===== src/rtl/vga_mem_arb_if.sv =====
// Memory command / read-return port between the VGA arbiter (master) and
// the frame-buffer memory (slave).
interface vga_mem_arb_if #(
    parameter int ADDR_W = 19,
    parameter int DATA_W = 8
);
    logic              mem_cmd_valid;
    logic              mem_cmd_ready;
    logic              mem_we;
    logic [ADDR_W-1:0] mem_addr;
    logic [DATA_W-1:0] mem_wdata;
    logic              mem_rvalid;
    logic [DATA_W-1:0] mem_rdata;

    modport master (
        output mem_cmd_valid, mem_we, mem_addr, mem_wdata,
        input  mem_cmd_ready, mem_rvalid, mem_rdata
    );
    modport slave (
        input  mem_cmd_valid, mem_we, mem_addr, mem_wdata,
        output mem_cmd_ready, mem_rvalid, mem_rdata
    );
endinterface


===== src/rtl/vga_mem_arb.sv =====
// Frame-buffer arbiter: display line-fetch bursts vs single host writes.
// Define VGA_ARB_FAIR_EN to serve one pending host write after every display burst.
module vga_mem_arb #(
    parameter int ADDR_W = 19,
    parameter int DATA_W = 8,
    parameter int LEN_W  = 10
) (
    input  logic              clk,
    input  logic              rst,
    input  logic              vblank_i,
    input  logic              disp_req_i,
    input  logic [ADDR_W-1:0] disp_addr_i,
    input  logic [LEN_W-1:0]  disp_len_i,
    output logic              disp_gnt_o,
    output logic              disp_rvalid_o,
    output logic [DATA_W-1:0] disp_rdata_o,
    output logic              disp_done_o,
    input  logic              host_req_i,
    input  logic [ADDR_W-1:0] host_addr_i,
    input  logic [DATA_W-1:0] host_wdata_i,
    output logic              host_gnt_o,
    vga_mem_arb_if.master     mem
);
    localparam logic [1:0] IDLE       = 2'd0;
    localparam logic [1:0] DISP_ISSUE = 2'd1;
    localparam logic [1:0] DISP_DRAIN = 2'd2;
    localparam logic [1:0] HOST_WR    = 2'd3;

    logic [1:0]        state_q, state_d;
    logic [ADDR_W-1:0] addr_q, addr_d;
    logic [LEN_W-1:0]  rem_q, rem_d;
    logic [LEN_W:0]    outs_q, outs_d;
    logic              gnt_q, gnt_d;
    logic              done_q, done_d;
    logic              rvalid_q;
    logic [DATA_W-1:0] rdata_q;
    logic              rd_acc, rd_ret, host_first;
`ifdef VGA_ARB_FAIR_EN
    logic              host_turn_q, host_turn_d;
`endif

    // Arbitration is identical inside and outside blanking.
    logic unused_vblank;
    assign unused_vblank = vblank_i;

    assign rd_acc = (state_q == DISP_ISSUE) && mem.mem_cmd_ready;
    // Returns with nothing outstanding are strays (e.g. after a reset) and are dropped.
    assign rd_ret = mem.mem_rvalid && (outs_q != '0);

    always_comb begin
        state_d = state_q;
        addr_d  = addr_q;
        rem_d   = rem_q;
        gnt_d   = 1'b0;
        done_d  = 1'b0;
        outs_d  = outs_q + {{LEN_W{1'b0}}, rd_acc} - {{LEN_W{1'b0}}, rd_ret};
`ifdef VGA_ARB_FAIR_EN
        host_turn_d = host_turn_q;
        host_first  = host_turn_q && host_req_i;
`else
        host_first  = 1'b0;
`endif
        case (state_q)
            IDLE: begin
                if (disp_req_i && !host_first) begin
                    addr_d  = disp_addr_i;
                    rem_d   = disp_len_i;
                    gnt_d   = 1'b1;
                    state_d = (disp_len_i == '0) ? DISP_DRAIN : DISP_ISSUE;
                end else if (host_req_i) begin
                    state_d = HOST_WR;
                end
`ifdef VGA_ARB_FAIR_EN
                if (disp_req_i || host_req_i) host_turn_d = 1'b0;
`endif
            end
            DISP_ISSUE: begin
                if (mem.mem_cmd_ready) begin
                    addr_d = addr_q + 1'b1;
                    rem_d  = rem_q - 1'b1;
                    if (rem_q == LEN_W'(1)) state_d = DISP_DRAIN;
                end
            end
            DISP_DRAIN: begin
                // done lines up with the registered copy of the final return
                if ((outs_q == '0) || (outs_q == (LEN_W+1)'(1) && mem.mem_rvalid)) begin
                    done_d  = 1'b1;
                    state_d = IDLE;
`ifdef VGA_ARB_FAIR_EN
                    host_turn_d = 1'b1;
`endif
                end
            end
            HOST_WR: begin
                if (mem.mem_cmd_ready) state_d = IDLE;
            end
            default: state_d = IDLE;
        endcase
    end

    always_ff @(posedge clk) begin
        if (rst) begin
            state_q  <= IDLE;
            addr_q   <= '0;
            rem_q    <= '0;
            outs_q   <= '0;
            gnt_q    <= 1'b0;
            done_q   <= 1'b0;
            rvalid_q <= 1'b0;
            rdata_q  <= '0;
`ifdef VGA_ARB_FAIR_EN
            host_turn_q <= 1'b0;
`endif
        end else begin
            state_q  <= state_d;
            addr_q   <= addr_d;
            rem_q    <= rem_d;
            outs_q   <= outs_d;
            gnt_q    <= gnt_d;
            done_q   <= done_d;
            rvalid_q <= rd_ret;
            if (rd_ret) rdata_q <= mem.mem_rdata;
`ifdef VGA_ARB_FAIR_EN
            host_turn_q <= host_turn_d;
`endif
        end
    end

    assign mem.mem_cmd_valid = (state_q == DISP_ISSUE) || (state_q == HOST_WR);
    assign mem.mem_we        = (state_q == HOST_WR);
    assign mem.mem_addr      = (state_q == HOST_WR)    ? host_addr_i :
                               (state_q == DISP_ISSUE) ? addr_q      : '0;
    assign mem.mem_wdata     = (state_q == HOST_WR) ? host_wdata_i : '0;

    assign host_gnt_o    = (state_q == HOST_WR) && mem.mem_cmd_ready;
    assign disp_gnt_o    = gnt_q;
    assign disp_done_o   = done_q;
    assign disp_rvalid_o = rvalid_q;
    assign disp_rdata_o  = rdata_q;
endmodule

===== src/flat_wrapper.sv =====
// flat-port wrapper written by rule: the top's interface ports become plain ports
module vga_mem_arb_flat 
#(
    parameter int ADDR_W = 19,
    parameter int DATA_W = 8,
    parameter int LEN_W  = 10
)
  (clk, rst, vblank_i, disp_req_i, disp_addr_i, disp_len_i, disp_gnt_o, disp_rvalid_o, disp_rdata_o, disp_done_o, host_req_i, host_addr_i, host_wdata_i, host_gnt_o, mem_mem_cmd_valid, mem_mem_we, mem_mem_addr, mem_mem_wdata, mem_mem_cmd_ready, mem_mem_rvalid, mem_mem_rdata);
  vga_mem_arb_if #(.ADDR_W(ADDR_W), .DATA_W(DATA_W)) mem_i ();
  input  logic clk;
  input  logic rst;
  input  logic vblank_i;
  input  logic disp_req_i;
  input  logic [ADDR_W-1:0] disp_addr_i;
  input  logic [LEN_W-1:0] disp_len_i;
  output logic disp_gnt_o;
  output logic disp_rvalid_o;
  output logic [DATA_W-1:0] disp_rdata_o;
  output logic disp_done_o;
  input  logic host_req_i;
  input  logic [ADDR_W-1:0] host_addr_i;
  input  logic [DATA_W-1:0] host_wdata_i;
  output logic host_gnt_o;
  output wire logic [$bits(mem_i.mem_cmd_valid)-1:0] mem_mem_cmd_valid;
  output wire logic [$bits(mem_i.mem_we)-1:0] mem_mem_we;
  output wire logic [$bits(mem_i.mem_addr)-1:0] mem_mem_addr;
  output wire logic [$bits(mem_i.mem_wdata)-1:0] mem_mem_wdata;
  input wire logic [$bits(mem_i.mem_cmd_ready)-1:0] mem_mem_cmd_ready;
  input wire logic [$bits(mem_i.mem_rvalid)-1:0] mem_mem_rvalid;
  input wire logic [$bits(mem_i.mem_rdata)-1:0] mem_mem_rdata;
  assign mem_mem_cmd_valid = mem_i.mem_cmd_valid;
  assign mem_mem_we = mem_i.mem_we;
  assign mem_mem_addr = mem_i.mem_addr;
  assign mem_mem_wdata = mem_i.mem_wdata;
  assign mem_i.mem_cmd_ready = mem_mem_cmd_ready;
  assign mem_i.mem_rvalid = mem_mem_rvalid;
  assign mem_i.mem_rdata = mem_mem_rdata;
  vga_mem_arb #(.ADDR_W(ADDR_W), .DATA_W(DATA_W), .LEN_W(LEN_W)) u_core (.clk(clk), .rst(rst), .vblank_i(vblank_i), .disp_req_i(disp_req_i), .disp_addr_i(disp_addr_i), .disp_len_i(disp_len_i), .disp_gnt_o(disp_gnt_o), .disp_rvalid_o(disp_rvalid_o), .disp_rdata_o(disp_rdata_o), .disp_done_o(disp_done_o), .host_req_i(host_req_i), .host_addr_i(host_addr_i), .host_wdata_i(host_wdata_i), .host_gnt_o(host_gnt_o), .mem(mem_i));
endmodule

===== config.mk =====
export PLATFORM = sky130hd
export DESIGN_NAME = vga_mem_arb_flat
export DESIGN_NICKNAME = d
export VERILOG_FILES = /design/src/rtl/vga_mem_arb_if.sv /design/src/rtl/vga_mem_arb.sv /design/src/flat_wrapper.sv
export SDC_FILE = /design/constraint.sdc
export NUM_CORES = 1
export LEC_CHECK = 0
export ABC_CLOCK_PERIOD_IN_PS = 3900
export CORE_MARGIN = 5
export CORE_UTILIZATION = 48
export DETAILED_ROUTE_END_ITERATION = 10
export MAX_ROUTING_LAYER = met4
export PLACE_DENSITY_LB_ADDON = 0.12
export RECOVER_POWER = 25
export SYNTH_ARGS = -nofsm -noshare
export SYNTH_HDL_FRONTEND = slang
export SYNTH_SLANG_ARGS = --single-unit

===== constraint.sdc =====
create_clock -name clk -period 3.9 [get_ports clk]
set_input_delay 0.78 -clock clk [delete_from_list [all_inputs] [get_ports clk]]
set_output_delay 0.78 -clock clk [all_outputs]
set_load 0.05 [all_outputs]

==> results of run 1 <==
## cells by family after synthesis
family          count (synthesis)  share of synthesized area (%)
xor+xnor                        4                         0.9601
flops                          53                          29.07
compound gates                118                          21.50
mux                            32                          8.879
simple gates                  183                          25.57
buf+inv                        63                          7.302
fa+ha+maj                      19                          6.719
## registers in the layout, summed over array words and instances (netlist names)
| register | count |
|---|---|
| u_core.state_q | 2 |
| u_core.rem_q | 10 |
| u_core.outs_q | 11 |
| u_core.disp_rvalid_o | 1 |
| u_core.addr_q | 19 |
| u_core.disp_gnt_o | 1 |
| u_core.disp_done_o | 1 |
| u_core.disp_rdata_o | 8 |
## critical path, stage by stage (launching register included)
cell and delay (ns):
dfxtp_1 0.67, inv_1 0.51, nor2_1 0.23, clkdlybuf4s50_1 0.82
## metal layers
layer	vias to the layer above	part of all wire, %
met1	1763	48
met2	120	46
met3	6	5.7
met5	-	0
li1	1855	-
met4	0	0.77
## stage by stage
stage	setup WS [ns]	hold slack [ns]	utilization (%)	area [µm²]
final	0.5759	0.5004	66.46	4872
after global routing	0.3986	0.5369	66.46	4872
after floorplan	0.9361	0.4649	-	3650
after CTS	0.5688	0.4973	66.48	4873
after global placement	0.5833	0.4730	64.89	4757
after detailed placement	0.5648	0.4830	64.89	4757
## report_power, final
group	leakage (nW)	total (mW)	switching, mW	internal, mW
sequential	0.437	0.754	0.108	0.646
combinational	1.45	1.30	0.720	0.578
clock	0.0585	0.387	0.178	0.210
total	1.95	2.44	1.01	1.43
## how the worst max path moves through the flow
| stage | end |
|---|---|
| final | mem_mem_addr[4] |
| after global routing | mem_mem_addr[7] |
| after CTS | mem_mem_addr[1] |
| after detailed placement | u_core.outs_q[8] |
| after global placement | u_core.outs_q[8] |
| after floorplan | u_core.outs_q[8] |
## Yosys cell counts (3+ instances only)
master,instances
mux2_1,3
a21o_1,4
nor4_1,4
a31oi_1,8
a211oi_1,5
clkbuf_1,13
and2_1,3
nand4_1,7
nor2b_1,8
a221oi_1,3
buf_1,3
a21oi_1,31
buf_2,15
nand3_1,12
o211ai_1,4
a22o_1,3
a2bb2oi_1,4
mux2i_1,29
nor3b_1,4
nor3_1,13
a22oi_1,6
and4_1,3
nand2_1,22
inv_1,29
nand2b_1,4
o21ai_1,9
nand3b_1,3
o31a_1,3
nor2_1,71
dfxtp_1,53
and3_1,17
o21ai_0,20
ha_1,18
o32ai_1,3
## cell type report
type / instances / area share, %
Inverter: 30 / 2.311
Timing Repair Buffer: 115 / 23.24
Sequential cell: 53 / 21.80
Multi-Input combinational cell: 356 / 47.71
Tap cell: 99 / 2.542
Clock inverter: 1 / 0.6163
Clock buffer: 7 / 1.772
==> flow_metrics.env, run 1 <==
export IMPL_status="finished with violations"
export IMPL_violations="max-capacitance violations, max-slew violations"
export IMPL_syn_cell_area_um2=3650
export IMPL_n_fill_cell=636
export IMPL_ir_drop_mv=0.2490
export IMPL_postSynthCellCount=472
export IMPL_end_kind="primary output"
export IMPL_crit_type="flip-flop to primary output"
export IMPL_routed_wl_um=9807
export IMPL_finalSetupViolCount=0
export IMPL_hold_viol_final=0
export IMPL_synth_area_leaders="dfxtp_1, mux2i_1, nor2_1, ha_1, a21oi_1"
export IMPL_setup_tns_ns=0
export IMPL_rsz0062_at_grt="no"
export IMPL_clkSinkCount=53
export IMPL_yosysTopAreaCell="dfxtp_1"
export IMPL_nNetsFinal=651
export IMPL_initial_core_util_pct=49.79
export IMPL_vias=3744
export IMPL_power_density_nw_per_um2=500.7
export IMPL_hold_end="u_core.rem_q[4]"
export IMPL_syn_nets=562
export IMPL_r2r_end="u_core.outs_q[8]"
export IMPL_dieArea_um2=9448
export IMPL_synthDistinctLibCells=62
export IMPL_busiest_layer="met2"
export IMPL_reg2regPathDepth=16
export IMPL_relSlewSlack_pct=-75.50
export IMPL_finalCritPeriodShare_pct=85.23
export IMPL_grt_pass1_vias=3446
export IMPL_crit_path_max_fanout=24
export IMPL_power_mw=2.439
export IMPL_ys_flop_type="dfxtp_1"
export IMPL_num_antenna_cells=0
export IMPL_ant_nets=0
export IMPL_period_minus_slack_ns=3.324
export IMPL_drv_cap=1
export IMPL_drt_first_pass_iters=5
export IMPL_synth_avg_cell_area_um2=7.733
export IMPL_ios=112
export IMPL_final_cells=661
export IMPL_cp_start_kind="flip-flop"
export IMPL_rows=31
export IMPL_grt_pass1_wl_um=16710
export IMPL_r2r_start="u_core.outs_q[2]"
export IMPL_path_clk_slew_ns=0.09
export IMPL_leakage_nw=1.948
export IMPL_ys_seq_area_share_pct=29.07
export IMPL_ys_async_sr_fraction_pct=0
export IMPL_grt_util_met1_pct=29.45
export IMPL_cts_hold_buf=0
export IMPL_grt_use_total_pct=21.26
export IMPL_clockBufferDepth=2
export IMPL_core_um2=7331
export IMPL_synth_ff_latch_count=53
export IMPL_grt_util_met2_pct=32.96
export IMPL_maxSlewViolCount=61
export IMPL_numPortBuffers=110
export IMPL_layout_drive_gt1_share_pct=3.915
export IMPL_met3_usage_pct=3.302
export IMPL_dp_final_hpwl_um=7180
export IMPL_final_cell_mix="clkdlybuf4s50_1, nor2_1, dfxtp_1"
export IMPL_fp_dieH_um=97.20
export IMPL_worstSkewPairLatency_ns=0.30
export IMPL_synth_edf_count=0
export IMPL_final_common_cell="clkdlybuf4s50_1"
export IMPL_worstHoldPathType="flip-flop to flip-flop"
export IMPL_die_x_um=97.20
export IMPL_crit_path_start="u_core.state_q[0]"
export IMPL_dp_cells=653
export IMPL_ff2ff_setup_slack_ns=0.83
export IMPL_yosysWarnings=0
export IMPL_hp_start="u_core.rem_q[4]"
export IMPL_place_gp_congestion=0.8343
export IMPL_drc=0
export IMPL_tightestPinTransition_ns=2.633
export IMPL_max_freq_mhz=300.8
export IMPL_worst_endpoint_arrival_ns=2.54
export IMPL_routedWlPerCell_um=14.84
export IMPL_postCtsSetupBuffers=0
export IMPL_cp_required_ns=3.12
export IMPL_register_area_um2=1062
export IMPL_multi_input_area_um2=2325
export IMPL_areaGrowthSynthToFinish_pct=33.49
export IMPL_synth_top_cell_area_share_pct=29.07
export IMPL_grt_start_max_net_pins=61
export IMPL_cts_tree="yes"
export IMPL_h_tree_depth=2
export IMPL_cts_resized_gates=0
export IMPL_cts_root_buffer="clkbuf_8"
export IMPL_cts_made_buffers=5
export IMPL_gr_total_overflow=0
export IMPL_vias_per_cell=5.664
export IMPL_antenna_found_initial=0
export IMPL_drt_iter0_drc=264
export IMPL_hold_depth=2
export IMPL_finalClockSkew_ns=0.007332
Note: power is estimated with default switching activity, not from simulation.
==> inputs of run 2 (changes only) <==
--- a/config.mk
+++ b/config.mk
@@ -6,6 +6,7 @@
 export NUM_CORES = 1
 export LEC_CHECK = 0
 export ABC_CLOCK_PERIOD_IN_PS = 3900
+export CORE_ASPECT_RATIO = 0.6
 export CORE_MARGIN = 5
 export CORE_UTILIZATION = 48
 export DETAILED_ROUTE_END_ITERATION = 10
==> run 2 against run 1 <==
Effect of this change:
- the flow now finishes without violations
- total power up 9.5%
- non-clock buffer count grew 2
- critical path depth up 13
- cell count rose by 1.1%
- register-to-register slack worse by 0.28 ns
- worst hold slack worse by 0.0068 ns
- global-route usage grew 2.0 points
- first-iteration DRC count grew 34%
- wire length up 10%
- flip-flop and latch count stayed put
- count of clock-buffer cells in the layout is 2 lower
- critical path type is now flip-flop to flip-flop
- largest power group unchanged
==> flow_metrics.env, run 2 (synthesis results as in run 1) <==
export IMPL_path_clk_slew_ns=0.07
export IMPL_cts_tree="yes"
export IMPL_dpl_cell_area_um2=4776
export IMPL_die_x_um=122.6
export IMPL_crit_chain="inv_1 > ha_1 > and4b_1 > nand3_1 > o21ai_0 > inv_1 > ha_1 > inv_1 > ha_1 > inv_1 > fa_1 > nor2b_1 > o21ai_1 > nand4b_1 > o21ai_0 > mux2_1"
export IMPL_drc=0
export IMPL_finalSetupViolCount=0
export IMPL_r2r_end="u_core.outs_q[8]"
export IMPL_crit_path_start="u_core.outs_q[3]"
export IMPL_regMostFlops="u_core.addr_q"
export IMPL_layout_drive_gt1_share_pct=4.078
export IMPL_core_um2=7327
export IMPL_p_sw_mw=1.075
export IMPL_power_mw=2.670
export IMPL_antenna_found_initial=0
export IMPL_cts_made_buffers=5
export IMPL_grt_pass1_wl_um=17540
export IMPL_vias_per_cell=5.710
export IMPL_gr_total_overflow=0
export IMPL_ir_drop_mv=0.2721
export IMPL_reg2regPathDepth=16
export IMPL_drt_iter0_drc=353
export IMPL_fin_ws_ns=0.5470
export IMPL_crit_type="flip-flop to flip-flop"
export IMPL_initial_core_util_pct=49.81
export IMPL_tightestPinTransition_ns=1.238
export IMPL_rsz0062_at_grt="no"
export IMPL_worstHoldPathType="flip-flop to flip-flop"
export IMPL_worst_endpoint_arrival_ns=3.54
export IMPL_routedWlPerCell_um=16.17
export IMPL_cts_hold_buf=0
export IMPL_final_cells=668
export IMPL_max_freq_mhz=298.2
export IMPL_whs_ns=0.4936
export IMPL_fin_area_um2=4951
export IMPL_ant_nets=0
export IMPL_setup_tns_ns=0
export IMPL_vias=3814
export IMPL_final_common_cell="clkdlybuf4s50_1"
export IMPL_crit_slowest_cell="fa_1"
export IMPL_status="complete, no violations"
export IMPL_power_internal_mw=1.595
export IMPL_clockBufferDepth=2
export IMPL_switching_share_pct=40.26
export IMPL_grt_util_met2_pct=33.81
export IMPL_cp_start_kind="flip-flop"
export IMPL_nNetsFinal=653
export IMPL_met3_usage_pct=5.669
export IMPL_drt_first_pass_iters=5
export IMPL_leakage_nw=1.986
export IMPL_finalCritPeriodShare_pct=85.97
export IMPL_h_tree_depth=2
export IMPL_maxSlewViolCount=0
export IMPL_crit_top_cell="inv_1"
export IMPL_worstSkewPairLatency_ns=0.30
export IMPL_cts_root_buffer="clkbuf_16"
export IMPL_seq_power_share_pct=28.5
export IMPL_drv_cap=0
export IMPL_period_minus_slack_ns=3.353
export IMPL_dp_final_hpwl_um=7868
export IMPL_areaGrowthSynthToFinish_pct=35.65
export IMPL_end_kind="flip-flop"
export IMPL_finalClockSkew_ns=0.003769
export IMPL_routed_wl_um=10800
export IMPL_power_frac_comb_pct=50.0
export IMPL_final_cell_mix="clkdlybuf4s50_1, nor2_1, dfxtp_1"
export IMPL_grt_util_met1_pct=32.11
export IMPL_max_stage_delay_ns=0.38
export IMPL_busiest_layer="met2"
export IMPL_hold_viol_final=0
export IMPL_crit_end="u_core.outs_q[8]"
export IMPL_cts_resized_gates=0
export IMPL_dieArea_um2=9505
export IMPL_rows=24
export IMPL_clkPwrFrac_pct=21.5
export IMPL_place_gp_congestion=0.8635
export IMPL_postCtsSetupBuffers=0
export IMPL_largest_reg_flops=19
export IMPL_grt_pass1_vias=3669
export IMPL_ios=112
export IMPL_ff2ff_setup_slack_ns=0.55
export IMPL_fp_dieH_um=77.55
export IMPL_clkSinkCount=53
export IMPL_post_place_ws_ns=0.4646
export IMPL_cp_required_ns=4.09
export IMPL_dp_cells=660
export IMPL_grt_use_total_pct=23.29
export IMPL_r2r_start="u_core.outs_q[3]"
export IMPL_num_antenna_cells=0
export IMPL_crit_path_max_fanout=3
export IMPL_power_density_nw_per_um2=539.4
export IMPL_numPortBuffers=110
export IMPL_relSlewSlack_pct=17.50
export IMPL_reg_top3="u_core.addr_q (19), u_core.outs_q (11), u_core.rem_q (10)"
export IMPL_fin_util_pct=67.57
export IMPL_grt_start_max_net_pins=61
-- run 2: cell types whose count changed in the layout (fill, tap and decap cells not counted), sizes merged --
cell,delta
buf,+2
bufinv,+1
clkbuf,-2
clkinv,+1
-- run 2: final cells by class --
type	count	area, µm²
tap	104	130.1
clock inverter	3	65.06
sequential	53	1062
multi-input combinational	356	2311
fill	652	2376
inverter	30	112.6
timing repair buffer	117	1145
clock buffer	5	125.1
-- run 2: how the worst min path moves through the flow --
stage                            from                     end  slack [ns]  depth (start not counted)
5_1_grt               u_core.rem_q[4]         u_core.rem_q[4]        0.53                          2
6_report              u_core.rem_q[4]         u_core.rem_q[4]        0.49                          2
2_1_floorplan         u_core.rem_q[4]         u_core.rem_q[4]        0.46                          2
3_5_place_dp          u_core.rem_q[4]         u_core.rem_q[4]        0.48                          2
4_1_cts               u_core.rem_q[4]         u_core.rem_q[4]        0.50                          2
3_3_place_gp   u_core.disp_rdata_o[1]  u_core.disp_rdata_o[1]        0.48                          2
-- run 2: worst max-delay path: cells and delay by family, from the launching register on --
kind,cells,cell delay (ns)
adder cells (fa/ha/maj),4,1.01
AND/OR/NAND/NOR,4,0.69
AO/OA/AOI/OAI,3,0.60
flip-flops,1,0.33
multiplexers,1,0.32
buffers and inverters,4,0.30
-- run 2: metal layers --
layer | vias to the layer above | wire length [µm]
li1 | 1875 | -
met1 | 1754 | 5090
met2 | 172 | 4567
met3 | 13 | 1010
met4 | 0 | 133
met5 | - | 0
-- run 2: power groups by stage --
stage,logic (mW),clock network [mW],registers (mW)
finish,1.34,0.573,0.762
global route,1.47,0.611,0.776
CTS,1.33,0.582,0.759
detailed placement,1.32,0,0.770
global placement,1.28,0,0.765
floorplan,0.989,0,0.753
==> inputs of run 3 (changes only) <==
--- a/config.mk
+++ b/config.mk
@@ -13,6 +13,7 @@
 export MAX_ROUTING_LAYER = met4
 export PLACE_DENSITY_LB_ADDON = 0.12
 export RECOVER_POWER = 25
+export SLEW_MARGIN = 20
 export SYNTH_ARGS = -nofsm -noshare
 export SYNTH_HDL_FRONTEND = slang
 export SYNTH_SLANG_ARGS = --single-unit
==> run 3 against run 2 <==
Effect of this change:
- setup slack worse by 0.0040 ns
- highest routed layer unchanged
- register-to-register slack about the same
- maximum frequency down 0.12%
- sequential share of layout area is essentially flat
- combinational power about the same
- core utilization about the same
- wire length grew 0.12%
- clock skew hardly changed
==> flow_metrics.env, run 3 (synthesis results as in run 1) <==
export IMPL_r2r_start="u_core.outs_q[3]"
export IMPL_layout_drive_gt1_share_pct=4.078
export IMPL_drv_cap=0
export IMPL_ios=112
export IMPL_nNetsFinal=653
export IMPL_core_um2=7327
export IMPL_end_kind="flip-flop"
export IMPL_cp_required_ns=4.09
export IMPL_worst_path_buf_inv=4
export IMPL_status="complete, no violations"
export IMPL_postCtsSetupBuffers=0
export IMPL_cts_resized_gates=0
export IMPL_grt_use_total_pct=23.29
export IMPL_dp_cells=660
export IMPL_hold_end="u_core.rem_q[4]"
export IMPL_grt_util_met1_pct=32.11
export IMPL_final_cells=668
export IMPL_rsz0062_at_grt="no"
export IMPL_crit_type="flip-flop to flip-flop"
export IMPL_crit_top_cell="inv_1"
export IMPL_ir_drop_mv=0.2720
export IMPL_busiest_layer="met2"
export IMPL_cts_made_buffers=5
export IMPL_worstHoldPathType="flip-flop to flip-flop"
export IMPL_initial_core_util_pct=49.81
export IMPL_maxSlewViolCount=0
export IMPL_dieArea_um2=9505
export IMPL_ant_nets=0
export IMPL_hold_depth=2
export IMPL_max_freq_mhz=297.9
export IMPL_crit_slowest_cell="fa_1"
export IMPL_final_common_cell="clkdlybuf4s50_1"
export IMPL_die_x_um=122.6
export IMPL_drt_iter0_drc=353
export IMPL_max_stage_delay_ns=0.38
export IMPL_clockBufferDepth=2
export IMPL_vias_per_cell=5.708
export IMPL_finalCritPeriodShare_pct=86.08
export IMPL_largest_reg_flops=19
export IMPL_period_minus_slack_ns=3.357
export IMPL_drc=0
export IMPL_dp_final_hpwl_um=7868
export IMPL_cp_start_kind="flip-flop"
export IMPL_num_antenna_cells=0
export IMPL_leakage_nw=1.987
export IMPL_finalSetupViolCount=0
export IMPL_grt_pass1_vias=3669
export IMPL_regMostFlops="u_core.addr_q"
export IMPL_drt_first_pass_iters=5
export IMPL_final_cell_mix="clkdlybuf4s50_1, nor2_1, dfxtp_1"
export IMPL_rows=24
export IMPL_place_gp_congestion=0.8635
export IMPL_grt_pass1_wl_um=17540
export IMPL_tightestPinTransition_ns=1.235
export IMPL_areaGrowthSynthToFinish_pct=35.72
export IMPL_numPortBuffers=110
export IMPL_relSlewSlack_pct=17.70
export IMPL_cts_root_buffer="clkbuf_16"
export IMPL_crit_path_max_fanout=3
export IMPL_gr_total_overflow=0
export IMPL_reg_top3="u_core.addr_q (19), u_core.outs_q (11), u_core.rem_q (10)"
export IMPL_worst_endpoint_arrival_ns=3.54
export IMPL_path_clk_slew_ns=0.07
export IMPL_routed_wl_um=10810
export IMPL_grt_util_met2_pct=33.81
export IMPL_r2r_end="u_core.outs_q[8]"
export IMPL_finalClockSkew_ns=0.003680
export IMPL_hp_start="u_core.rem_q[4]"
export IMPL_worstSkewPairLatency_ns=0.30
export IMPL_hold_viol_final=0
export IMPL_clkSinkCount=53
export IMPL_grt_start_max_net_pins=61
export IMPL_h_tree_depth=2
export IMPL_ff2ff_setup_slack_ns=0.54
export IMPL_vias=3813
export IMPL_power_density_nw_per_um2=539.1
export IMPL_antenna_found_initial=0
export IMPL_setup_tns_ns=0
export IMPL_crit_chain="inv_1 > ha_1 > and4b_1 > nand3_1 > o21ai_0 > inv_1 > ha_1 > inv_1 > ha_1 > inv_1 > fa_1 > nor2b_1 > o21ai_1 > nand4b_1 > o21ai_0 > mux2_1"
export IMPL_routedWlPerCell_um=16.19
export IMPL_cts_hold_buf=0
export IMPL_fp_dieH_um=77.55
export IMPL_crit_family="adder cells"
export IMPL_reg2regPathDepth=16
export IMPL_cts_tree="yes"
export IMPL_met3_usage_pct=5.669
-- run 3: cell counts in the layout (fill, tap and decap cells not counted) --
No cell type changed its count.
-- run 3: worst register-to-register path, stage by stage, from the launching register on --
cell      delay, ns
dfxtp_1        0.33
inv_1          0.08
ha_1           0.17
and4b_1        0.20
nand3_1        0.14
o21ai_0        0.30
inv_1          0.10
ha_1           0.30
inv_1          0.06
ha_1           0.16
inv_1          0.06
fa_1           0.38
nor2b_1        0.22
o21ai_1        0.19
nand4b_1       0.13
o21ai_0        0.11
mux2_1         0.32
-- run 3: how the worst max path moves through the flow --
| stage | start | endpoint | depth (start not counted) |
|---|---|---|---|
| after CTS | u_core.outs_q[3] | u_core.outs_q[8] | 16 |
| after detailed placement | mem_mem_rvalid | u_core.outs_q[8] | 13 |
| final | u_core.outs_q[3] | u_core.outs_q[8] | 16 |
| after floorplan | u_core.outs_q[2] | u_core.outs_q[8] | 17 |
| after global routing | u_core.outs_q[3] | u_core.outs_q[8] | 16 |
| after global placement | mem_mem_rvalid | u_core.outs_q[8] | 13 |
-- run 3: power by group --
group          leakage, nW  total, mW  switching, mW  internal [mW]
sequential           0.437      0.762          0.116          0.646
clock               0.0938      0.573          0.206          0.367
combinational         1.46       1.34          0.754          0.582
total                 1.99       2.67           1.08           1.60
-- run 3: per-stage QoR --
step	hold slack, ns	power, mW	utilization (%)	instance area [µm²]	worst slack (ns)
final	0.4936	2.671	67.61	4954	0.5430
after global routing	0.5255	2.860	67.61	4954	0.2891
after CTS	0.4962	2.670	67.78	4966	0.6908
after detailed placement	0.4830	2.090	65.18	4776	0.4646
after global placement	0.4761	2.040	65.18	4776	0.5457
after floorplan	0.4649	1.742	-	3650	0.9361
-- run 3: layout make-up --
class	count	area (µm²)
clock buffer	5	125.1
clock inverter	3	65.06
fill	651	2374
inverter	30	112.6
multi-input combinational	356	2311
sequential	53	1062
tap	104	130.1
timing repair buffer	117	1147
-- run 3: layer usage --
| metal | share of wire (%) | wire [µm] |
|---|---|---|
| met5 | 0 | 0 |
| met4 | 1.2 | 133 |
| met3 | 9.0 | 976 |
| met2 | 42 | 4579 |
| met1 | 47 | 5124 |
